<file path="src/rtl/detector_seq_ctrl.sv">
// detector_seq_ctrl: framed byte-serial pattern matcher with per-frame match counting.
// Define DETECT_OVERLAP_EN to count overlapping matches (default: non-overlapping).
module detector_seq_ctrl #(
  parameter int PAT_MAX = 8,
  parameter int CNT_W   = 8
) (
  input  logic               clk,
  input  logic               reset_n,
  input  logic               cfg_we,
  input  logic [PAT_MAX-1:0] cfg_pattern,
  input  logic [3:0]         cfg_len,
  input  logic               in_valid,
  output logic               in_ready,
  input  logic [7:0]         in_data,
  input  logic               in_last,
  output logic               busy,
  output logic               match_pulse,
  output logic [CNT_W-1:0]   match_count,
  output logic               done
);
  typedef enum logic [1:0] {IDLE, SHIFT, DONE} state_t;
  state_t state, state_n;
  logic [7:0] sreg;
  logic last_r;
  logic [2:0] idx;
  logic [PAT_MAX-1:0] hist, pat, hist_n, mask;
  logic [3:0] len, fill, fill_n;
  logic [4:0] fill_inc;
  logic accept, cfg_ok, hit;
  assign accept = in_valid && in_ready;
  assign cfg_ok = cfg_we && !busy && state == IDLE && cfg_len != 4'd0 && cfg_len <= 4'(PAT_MAX);
  always_comb begin
    hist_n   = {hist[PAT_MAX-2:0], sreg[7]};
    fill_inc = {1'b0, fill} + 5'd1;
    mask     = ~({PAT_MAX{1'b1}} << len);
    hit      = state == SHIFT && fill_inc >= {1'b0, len} && ((hist_n ^ pat) & mask) == '0;
`ifdef DETECT_OVERLAP_EN
    fill_n   = fill_inc > {1'b0, len} ? len : fill_inc[3:0];
`else
    fill_n   = hit ? 4'd0 : fill_inc > {1'b0, len} ? len : fill_inc[3:0];
`endif
  end
  always_comb begin
    state_n = state == IDLE  ? (accept ? SHIFT : IDLE) :
              state == SHIFT ? (idx == 3'd7 ? (last_r ? DONE : IDLE) : SHIFT) : IDLE;
  end
  always_comb begin
    in_ready = state == IDLE;
  end
  always_ff @(posedge clk) begin
    if (!reset_n) begin
      state       <= IDLE;
      busy        <= 1'b0;
      match_pulse <= 1'b0;
      done        <= 1'b0;
      match_count <= '0;
      hist        <= '0;
      fill        <= '0;
      pat         <= PAT_MAX'(3'b010);
      len         <= 4'd3;
      sreg        <= '0;
      last_r      <= 1'b0;
      idx         <= '0;
    end else begin
      state       <= state_n;
      match_pulse <= hit;
      done        <= state == DONE;
      if (cfg_ok) begin
        pat <= cfg_pattern;
        len <= cfg_len;
      end
      if (accept) begin
        sreg   <= in_data;
        last_r <= in_last;
        idx    <= '0;
      end
      // frame start: matcher state is wiped so nothing leaks from the previous frame
      if (accept && !busy) begin
        hist        <= '0;
        fill        <= '0;
        match_count <= '0;
        busy        <= 1'b1;
      end
      if (state == SHIFT) begin
        sreg <= {sreg[6:0], 1'b0};
        idx  <= idx + 3'd1;
        hist <= hist_n;
        fill <= fill_n;
        if (hit && !(&match_count)) match_count <= match_count + 1'b1;
      end
      if (state == DONE) busy <= 1'b0;
    end
  end
endmodule

</file>
<file path="config.mk">
export PLATFORM = sky130hd
export DESIGN_NAME = detector_seq_ctrl
export DESIGN_NICKNAME = d
export VERILOG_FILES = /design/src/rtl/detector_seq_ctrl.sv
export SDC_FILE = /design/constraint.sdc
export NUM_CORES = 1
export LEC_CHECK = 0
export CAP_MARGIN = 10
export CORE_ASPECT_RATIO = 0.9
export CORE_MARGIN = 2
export CORE_UTILIZATION = 45
export CTS_CLUSTER_SIZE = 20
export DETAILED_ROUTE_END_ITERATION = 12
export MAX_ROUTING_LAYER = met4
export PLACE_DENSITY = 0.69
export SYNTH_ARGS = -nofsm -noshare
export SYNTH_HDL_FRONTEND = slang
export SYNTH_SLANG_ARGS = --single-unit
export TNS_END_PERCENT = 5
</file>
<file path="constraint.sdc">
create_clock -name clk -period 3.1 [get_ports clk]
set_input_delay 0.31 -clock clk [delete_from_list [all_inputs] [get_ports clk]]
set_output_delay 0.31 -clock clk [all_outputs]
set_load 0.05 [all_outputs]
</file>
==> results of run 1 <==
-- cell families (layout without fill, tap and decap cells) --
kind of cell / Yosys count / count (layout) / synth area share
AO/OA/AOI/OAI: 75 / 75 / 0.217
multiplexers: 14 / 14 / 0.0602
AND/OR/NAND/NOR: 91 / 91 / 0.195
buffers and inverters: 18 / 56 / 0.0344
adder cells (fa/ha/maj): 8 / 8 / 0.0430
flip-flops: 48 / 48 / 0.413
XOR/XNOR: 10 / 10 / 0.0377
-- flip-flops by register name, summed over array words and instances (netlist names), 2 cells and up --
| name | count |
|---|---|
| match_count | 8 |
| pat | 8 |
| sreg | 8 |
| hist | 7 |
| fill | 4 |
| len | 4 |
| idx | 3 |
| state | 2 |
-- worst max-delay path: cells and delay by family (launching register included) --
kind | cells | cell delay (ns)
AOI/OAI and AO/OA | 4 | 1.15
adders and majority gates | 2 | 0.58
and+or+nand+nor | 1 | 0.17
DFF | 1 | 0.36
xor gates and xnor gates | 1 | 0.17
-- layer usage --
metal	wire, microns	up-vias	global-route usage
met5	0	-	-
met2	2330	36	0.301
met1	2390	930	0.249
li1	-	1037	-
met4	17	0	0.0282
met3	207	2	0.0423
-- per-stage QoR --
stage               hold WS [ns]  power (W)
floorplan                  0.372   0.000817
global placement           0.422   0.000892
detailed placement         0.432   0.000893
CTS                        0.444    0.00135
global route               0.466    0.00141
finish                     0.441    0.00134
-- path summary, 6_finish.rpt --
check             startpoint              to  slack, ns  cells past startpoint
setup reg to reg     fill[0]  match_count[5]       0.57                      8
setup / recovery     fill[0]  match_count[5]       0.57                      8
hold reg to reg       last_r        state[1]       0.44                      2
hold / removal        last_r        state[1]       0.44                      2
-- cell type report --
class                   instances  area, sq um  share of cell area
clock buffers                   5         68.8              0.0240
clock inverters                 3         47.5              0.0166
inverters                       9         33.8              0.0118
multi-input cells             198         1290               0.450
flip-flops and latches         48          961               0.335
well taps                      65         81.3              0.0284
repair buffers                 39          383               0.134
-- synth_stat cells, types with 3 or more instances --
cell       instances  area share
a2111oi_0          6       0.023
a21o_1             8       0.026
a21oi_1           18       0.039
a22oi_1           14       0.045
and2_1             3      0.0081
and3_1             4       0.011
clkbuf_1           5      0.0081
dfxtp_1           48        0.41
ha_1               8       0.043
inv_1              9       0.015
mux2i_1           14       0.060
nand2_1           25       0.040
nand2b_1          10       0.027
nand3_1            7       0.015
nor2_1            20       0.032
nor2b_1            4       0.011
nor3_1             5       0.011
o21ai_0           13       0.028
xnor2_1            5       0.019
xor2_1             5       0.019
-- where the power goes --
group / leakage, nW / internal (W) / switching [W]
Clock: 0.0583 / 0.000243 / 0.000219
Sequential: 0.390 / 0.000639 / 0.0000215
Combinational: 0.656 / 0.000100 / 0.000119
Total: 1.10 / 0.000982 / 0.000360
==> impl_metrics.py, run 1 <==
metrics = {
    "routing": {
        "first_pass_iters": 4,
        "wl_per_cell_microns": 13.5,
        "drc": 0,
        "vias": 2005,
        "detail-route-antenna-nets": 0,
        "drt_iter0_markers": 97,
        "drt_wl_total_microns": 4950,
        "vias_per_cell": 5.46,
    },
    "cells_and_area": {
        "areaGrowthSynthToFinish_pct": 23.2,
        "mostFrequentLayoutCells": "48 x dfxtp_1, 36 x clkdlybuf4s50_1, 25 x nand2_1, 20 x nor2_1, 18 x a21oi_1",
        "fillCellCount": 487,
        "layout.nets": 334,
        "final_cell_area_sq_mm": 0.00287,
        "diodes": 0,
        "post-route-util": 0.582,
        "fin_cells": 367,
        "final_common_cell": "dfxtp_1",
        "drive_gt1_frac": 0.0662,
    },
    "place": {
        "io_buffer_count": 36,
        "dpl_cell_area_sq_mm": 0.00275,
        "pre_cts_slack_ns": 0.620,
        "place.gp.congestion": 0.840,
        "dp_hpwl_microns": 3570,
        "place_inst": 359,
    },
    "timing": {
        "worst_pin_slew_ns": 0.638,
        "finalSetupViolations": 0,
        "fin_crit_sh": 0.817,
        "fin_tns_setup_ns": 0,
        "fmax_ghz": 0.395,
        "timing.final.ws_setup_ns": 0.569,
        "hold_viol_final": 0,
        "finClkSkew_ns": 0.00812,
        "fin_crit_ns": 2.53,
        "rsz0062_at_grt": "false",
        "slew_viol_final": 0,
        "max-slew-margin-rel": 0.574,
    },
    "floorplanning": {
        "die-height_microns": 72.2,
        "rows": 24,
        "die_w_microns": 79.8,
        "initial_core_util": 0.472,
        "fp.coreArea_sq_mm": 0.00492,
        "die_area_sq_mm": 0.00576,
        "ios": 37,
    },
    "critical_path": {
        "slowest_stage": "a311oi_1",
        "critPathMaxFanout": 7,
        "arrival_ns": 2.73,
        "cp.required_ns": 3.30,
        "cpPeakStageDelay_ns": 0.53,
        "crit_top_cell": "ha_1",
        "critPathKind": "flop to flop",
        "startpoint_type": "flop",
        "end_kind": "flop",
        "crit_chain": "ha_1 > xor2_1 > ha_1 > and3_1 > o21ai_0 > a311oi_1 > a31oi_2 > a21o_1",
    },
    "clock_tree": {
        "clkTransAtPathRegs_ns": 0.10,
        "cts.htree.levels": 2,
        "tritoncts": "done",
        "post_cts_buffers": 0,
        "cts_buffers": 5,
        "post_cts_resized": 0,
        "cts_buffer_depth": 2,
        "cts-root-buf": "clkbuf_8",
        "postCtsHoldBufs": 0,
        "clock_sinks": 48,
        "clk_latency_ns": 0.30,
    },
    "logic_synthesis": {
        "syn_area_per_cell_sq_um": 8.81,
        "synth_area_sq_mm": 0.00233,
        "yosysSeqAreaShare": 0.413,
        "synth_edf_count": 0,
        "async_reset_ff_frac": 0,
        "synth_cell_type_count": 46,
        "synth-main-ff-cell": "dfxtp_1",
        "syn-instance-count": 264,
        "ys_warn_count": 0,
        "ys_seq_elements": 48,
        "syn_nets": 297,
    },
    "min_path": {
        "hp-class": "flop to flop",
    },
    "global_route": {
        "grt_max_degree": 32,
        "grt_pass1_wl_microns": 8380,
        "antenna_found_initial": 0,
        "gr-usage-all-layers": 0.187,
        "grt_pass1_vias": 1813,
        "overflow": 0,
    },
    "power_and_ir_drop": {
        "powerDensity_mw_per_mm2": 468,
        "ir_worst_vdd_uv": 352,
        "p_leak_nw": 1.10,
    },
    "flow_run": {
        "drv_cap": 0,
    },
    "status": {
        "status": "completed",
    },
}
Power figures use the tool's default switching activity.
==> run 2, diff against run 1 <==
PLACE_DENSITY = 0.72   (was 0.69)
clock period = 2.26 ns   (was 3.1 ns; I/O delays follow)
==> impl_metrics.py, run 2 (same netlist as run 1, synthesis figures left out) <==
metrics = {
    "cells_and_area": {
        "final_common_cell": "dfxtp_1",
        "diodes": 0,
        "mostFrequentLayoutCells": "45 x dfxtp_1, 36 x clkdlybuf4s50_1, 25 x nand2_1, 19 x nor2_1",
        "post-route-util": 0.640,
        "layout.nets": 349,
        "drive_gt1_frac": 0.161,
        "areaGrowthSynthToFinish_pct": 35.6,
        "reg_top3": "match_count x8, pat x8, sreg x8",
    },
    "timing": {
        "fin_crit_sh": 0.985,
        "max-slew-margin-rel": 0.651,
        "fin_crit_ns": 2.23,
        "slew_viol_final": 0,
        "timing.final.ws_setup_ns": 0.0340,
        "worst_pin_slew_ns": 0.521,
        "finClkSkew_ns": 0.00639,
        "hold_viol_final": 0,
        "finalSetupViolations": 0,
        "fin_tns_setup_ns": 0,
        "fmax_ghz": 0.449,
    },
    "place": {
        "io_buffer_count": 36,
        "dp_hpwl_microns": 3730,
        "place.gp.congestion": 0.869,
        "pre_cts_slack_ns": -0.0460,
    },
    "clock_tree": {
        "tritoncts": "done",
        "clkTransAtPathRegs_ns": 0.09,
        "cts_buffer_depth": 2,
        "cts-root-buf": "clkbuf_8",
        "clock_sinks": 48,
        "cts.htree.levels": 2,
        "cts_buffers": 5,
        "clk_latency_ns": 0.30,
    },
    "routing": {
        "vias": 2075,
        "drt_iter0_markers": 83,
        "first_pass_iters": 4,
        "vias_per_cell": 5.43,
        "drc": 0,
        "wl_per_cell_microns": 13.7,
        "drt_wl_total_microns": 5250,
        "detail-route-antenna-nets": 0,
    },
    "global_route": {
        "gr-usage-all-layers": 0.196,
        "antenna_found_initial": 0,
        "overflow": 0,
        "grt_max_degree": 17,
        "grt_pass1_vias": 1918,
        "grt_pass1_wl_microns": 8800,
    },
    "min_path": {
        "whs_path_depth": 2,
        "hp-class": "flop to flop",
    },
    "critical_path": {
        "cp.required_ns": 2.51,
        "crit_chain": "or4_1 > a222oi_1 > buf_4 > nand3_2 > buf_4 > a2111oi_4 > a21o_1",
        "cpPeakStageDelay_ns": 0.54,
        "arrival_ns": 2.47,
        "critPathMaxFanout": 8,
        "slowest_stage": "or4_1",
        "crit_top_cell": "buf_4",
        "ff2ff_path_depth": 7,
        "end_kind": "flop",
        "critPathKind": "flop to flop",
        "startpoint_type": "flop",
    },
    "power_and_ir_drop": {
        "ir_worst_vdd_uv": 352,
        "total_power_w": 0.00195,
        "p_leak_nw": 1.19,
        "powerDensity_mw_per_mm2": 617,
    },
    "floorplanning": {
        "die_area_sq_mm": 0.00576,
        "die-height_microns": 72.2,
        "ios": 37,
        "rows": 24,
        "die_w_microns": 79.8,
        "initial_core_util": 0.472,
        "fp.coreArea_sq_mm": 0.00492,
    },
    "status": {
        "status": "completed",
    },
    "flow_run": {
        "drv_cap": 0,
    },
}
-- run 2: cell count changes in the layout (fill, tap and decap cells not counted), sizes merged --
cell | before | now
buf | 3 | 18
clkbuf | 5 | 6
clkinv | 2 | 1
-- run 2: worst max-delay path, delay by kind of cell (launching register included) --
kind,cells,cell delay (ns)
and+or+nand+nor,2,0.60
buffers and inverters,2,0.39
AOI/OAI and AO/OA,3,0.79
DFF,1,0.39
-- run 2: through the flow --
stage                     hold slack, ns  std cells  cell area [sq um]
after floorplan                    0.288        264               2330
after global placement             0.424        372               2850
after detailed placement           0.427        372               2850
after CTS                          0.440        380               2990
after global routing               0.477        382               3150
final                              0.436        382               3150
-- run 2: routing by layer --
layer	GRT usage	up-vias	wire, microns
met3	0.0386	5	177
met1	0.266	971	2590
met4	0.0395	0	31
met2	0.307	36	2450
li1	-	1063	-
met5	-	-	0
-- run 2: layout make-up --
cell class / count / area (sq um)
tap: 65 / 81.3
timing repair buffer: 54 / 495
clock inverter: 2 / 38.8
multi-input combinational: 198 / 1460
inverter: 9 / 33.8
fill: 441 / 1770
clock buffer: 6 / 82.6
sequential: 48 / 967
-- run 2: where the power goes --
group          total [W]  internal, W  leakage, nW  switching (W)
registers       0.000905     0.000876        0.392      0.0000286
clock network   0.000653     0.000362       0.0614       0.000291
logic           0.000391     0.000181        0.732       0.000210
-- run 2: what timing repair did --
action                     CTS  global route
buffers inserted             0             2
setup endpoints to repair    6            11
hold buffers                 0             0
gates resized for setup      8            23
pin swaps                    1            13
-- run 2: final timing paths --
path / from / to / slack, ns
max reg2reg: len[3] / match_count[6] / 0.03
min: last_r / state[1] / 0.44
max: len[3] / match_count[6] / 0.03
min reg2reg: last_r / state[1] / 0.44
==> run 3, diff against run 2 <==
CORE_ASPECT_RATIO = unset   (was 0.9)
==> impl_metrics.py, run 3 (same netlist as run 1, synthesis figures left out) <==
metrics = {
    "power_and_ir_drop": {
        "pwr-share-seq": 0.479,
        "ir_worst_vdd_uv": 414,
        "intPower_w": 0.00137,
        "p_leak_nw": 1.19,
        "power_frac_comb": 0.201,
        "switching_share": 0.270,
        "powerDensity_mw_per_mm2": 601,
        "p_sw_w": 0.000508,
        "total_power_w": 0.00188,
        "pwr-share-clk": 0.320,
    },
    "routing": {
        "first_pass_iters": 5,
        "drt_wl_total_microns": 5180,
        "wl_per_cell_microns": 13.4,
        "vias": 2086,
        "detail-route-antenna-nets": 0,
        "vias_per_cell": 5.40,
        "drt_iter0_markers": 116,
        "drc": 0,
    },
    "critical_path": {
        "slowest_stage": "or4_4",
        "ff2ff_path_depth": 6,
        "cp.required_ns": 2.50,
        "crit_chain": "or4_4 > a222oi_1 > buf_4 > nand3_4 > a2111oi_4 > a21o_1",
        "r2r_end": "match_count[5]",
        "critPathKind": "flop to flop",
        "end_kind": "flop",
        "r2r_start": "len[3]",
        "cpPeakStageDelay_ns": 0.50,
        "arrival_ns": 2.46,
        "startpoint_type": "flop",
        "critPathMaxFanout": 8,
        "ff2ff_setup_slack_ns": 0.04,
    },
    "timing": {
        "fin_crit_sh": 0.980,
        "rsz0062_at_grt": "true",
        "hold_viol_final": 0,
        "finalSetupViolations": 0,
        "fmax_ghz": 0.451,
        "fin_crit_ns": 2.22,
        "slew_viol_final": 0,
        "max-slew-margin-rel": 0.651,
        "timing.final.ws_setup_ns": 0.0449,
        "worst_pin_slew_ns": 0.521,
        "fin_hold_ws_ns": 0.441,
        "finClkSkew_ns": 0.00333,
    },
    "clock_tree": {
        "clk_latency_ns": 0.29,
        "cts_buffer_depth": 2,
        "tritoncts": "done",
        "cts.htree.levels": 2,
        "clock_sinks": 48,
        "clkTransAtPathRegs_ns": 0.09,
        "cts_buffers": 5,
        "cts-root-buf": "clkbuf_8",
    },
    "place": {
        "place_inst": 375,
        "io_buffer_count": 36,
        "place.gp.congestion": 0.807,
        "dp_hpwl_microns": 3720,
        "pre_cts_slack_ns": -0.108,
    },
    "global_route": {
        "grt_pass1_vias": 1950,
        "antenna_found_initial": 0,
        "grt_max_degree": 20,
        "grt_pass1_wl_microns": 8760,
        "overflow": 0,
        "gr-usage-all-layers": 0.202,
    },
    "floorplanning": {
        "die-height_microns": 75.9,
        "die_area_sq_mm": 0.00576,
        "fp.coreArea_sq_mm": 0.00504,
        "die_w_microns": 75.9,
        "rows": 26,
        "ios": 37,
        "initial_core_util": 0.461,
    },
    "cells_and_area": {
        "fillCellCount": 442,
        "areaGrowthSynthToFinish_pct": 34.6,
        "drive_gt1_frac": 0.155,
        "final_common_cell": "dfxtp_1",
        "diodes": 0,
        "fin_cells": 386,
        "post-route-util": 0.621,
        "layout.nets": 348,
        "mostFrequentLayoutCells": "45 x dfxtp_1, 36 x clkdlybuf4s50_1, 25 x nand2_1, 19 x nor2_1, 18 x a21oi_1",
        "reg_top3": "match_count x8, pat x8, sreg x8",
    },
    "status": {
        "status": "completed",
    },
    "min_path": {
        "min_from": "last_r",
        "hp-class": "flop to flop",
        "holdPathEnd": "state[1]",
        "whs_path_depth": 2,
    },
    "flow_run": {
        "drv_cap": 0,
    },
}
[run 3: cell count changes in the layout (fill, tap and decap cells not counted), sizes merged]
cell / before / now
buf: 18 / 17
[run 3: metrics by stage]
stage | area (sq um) | setup TNS (ns)
after global placement | 2840 | 0
after CTS | 3000 | -0.210
after detailed placement | 2840 | -0.664
after global routing | 3130 | -0.204
after floorplan | 2330 | 0
final | 3130 | 0
[run 3: final cells by class]
class / count / area [sq um] / share of cell area
clock buffer: 6 / 72.6 / 0.0232
sequential: 48 / 967 / 0.309
inverter: 9 / 33.8 / 0.0108
clock inverter: 2 / 35.0 / 0.0112
multi-input combinational: 198 / 1450 / 0.462
timing repair buffer: 53 / 488 / 0.156
tap: 70 / 87.6 / 0.0280
[run 3: worst max-delay path by stage]
stage | slack [ns] | startpoint | cells after the start | endpoint
3_3_place_gp | 0.002 | fill[0] | 8 | match_count[7]
5_1_grt | -0.04 | len[3] | 6 | match_count[5]
3_5_place_dp | -0.11 | fill[0] | 8 | match_count[7]
6_report | 0.04 | len[3] | 6 | match_count[5]
4_1_cts | -0.04 | fill[0] | 8 | match_count[7]
2_1_floorplan | 0.0009 | fill[0] | 8 | match_count[0]
[run 3: power groups by stage]
stage	clock (W)	sequential, W	combinational (W)
finish	0.000603	0.000902	0.000378
global route	0.000658	0.000907	0.000414
CTS	0.000621	0.000902	0.000354
detailed placement	0	0.000922	0.000335
global placement	0	0.000921	0.000328
floorplan	0	0.000923	0.000199
[run 3: routing by layer]
metal / part of all wire / global-route usage / wire length (microns) / vias to the layer above
met5: 0 / - / 0 / -
met4: 0.014 / 0.0585 / 72 / 0
met3: 0.030 / 0.0384 / 153 / 7
met2: 0.47 / 0.312 / 2410 / 39
met1: 0.49 / 0.269 / 2540 / 976
li1: - / - / - / 1064
[run 3: worst max-delay path, delay by kind of cell (launching register included)]
kind / cells / cell delay (ns)
DFF: 1 / 0.37
and+or+nand+nor: 2 / 0.70
buffers and inverters: 1 / 0.20
AOI/OAI and AO/OA: 3 / 0.89
[run 3: repair_timing]
item,4_1_cts,5_1_grt
pin swaps,2,12
endpoints found under the setup margin,11,12
buffers inserted,0,3
resized for setup,14,19
hold buffers,0,0
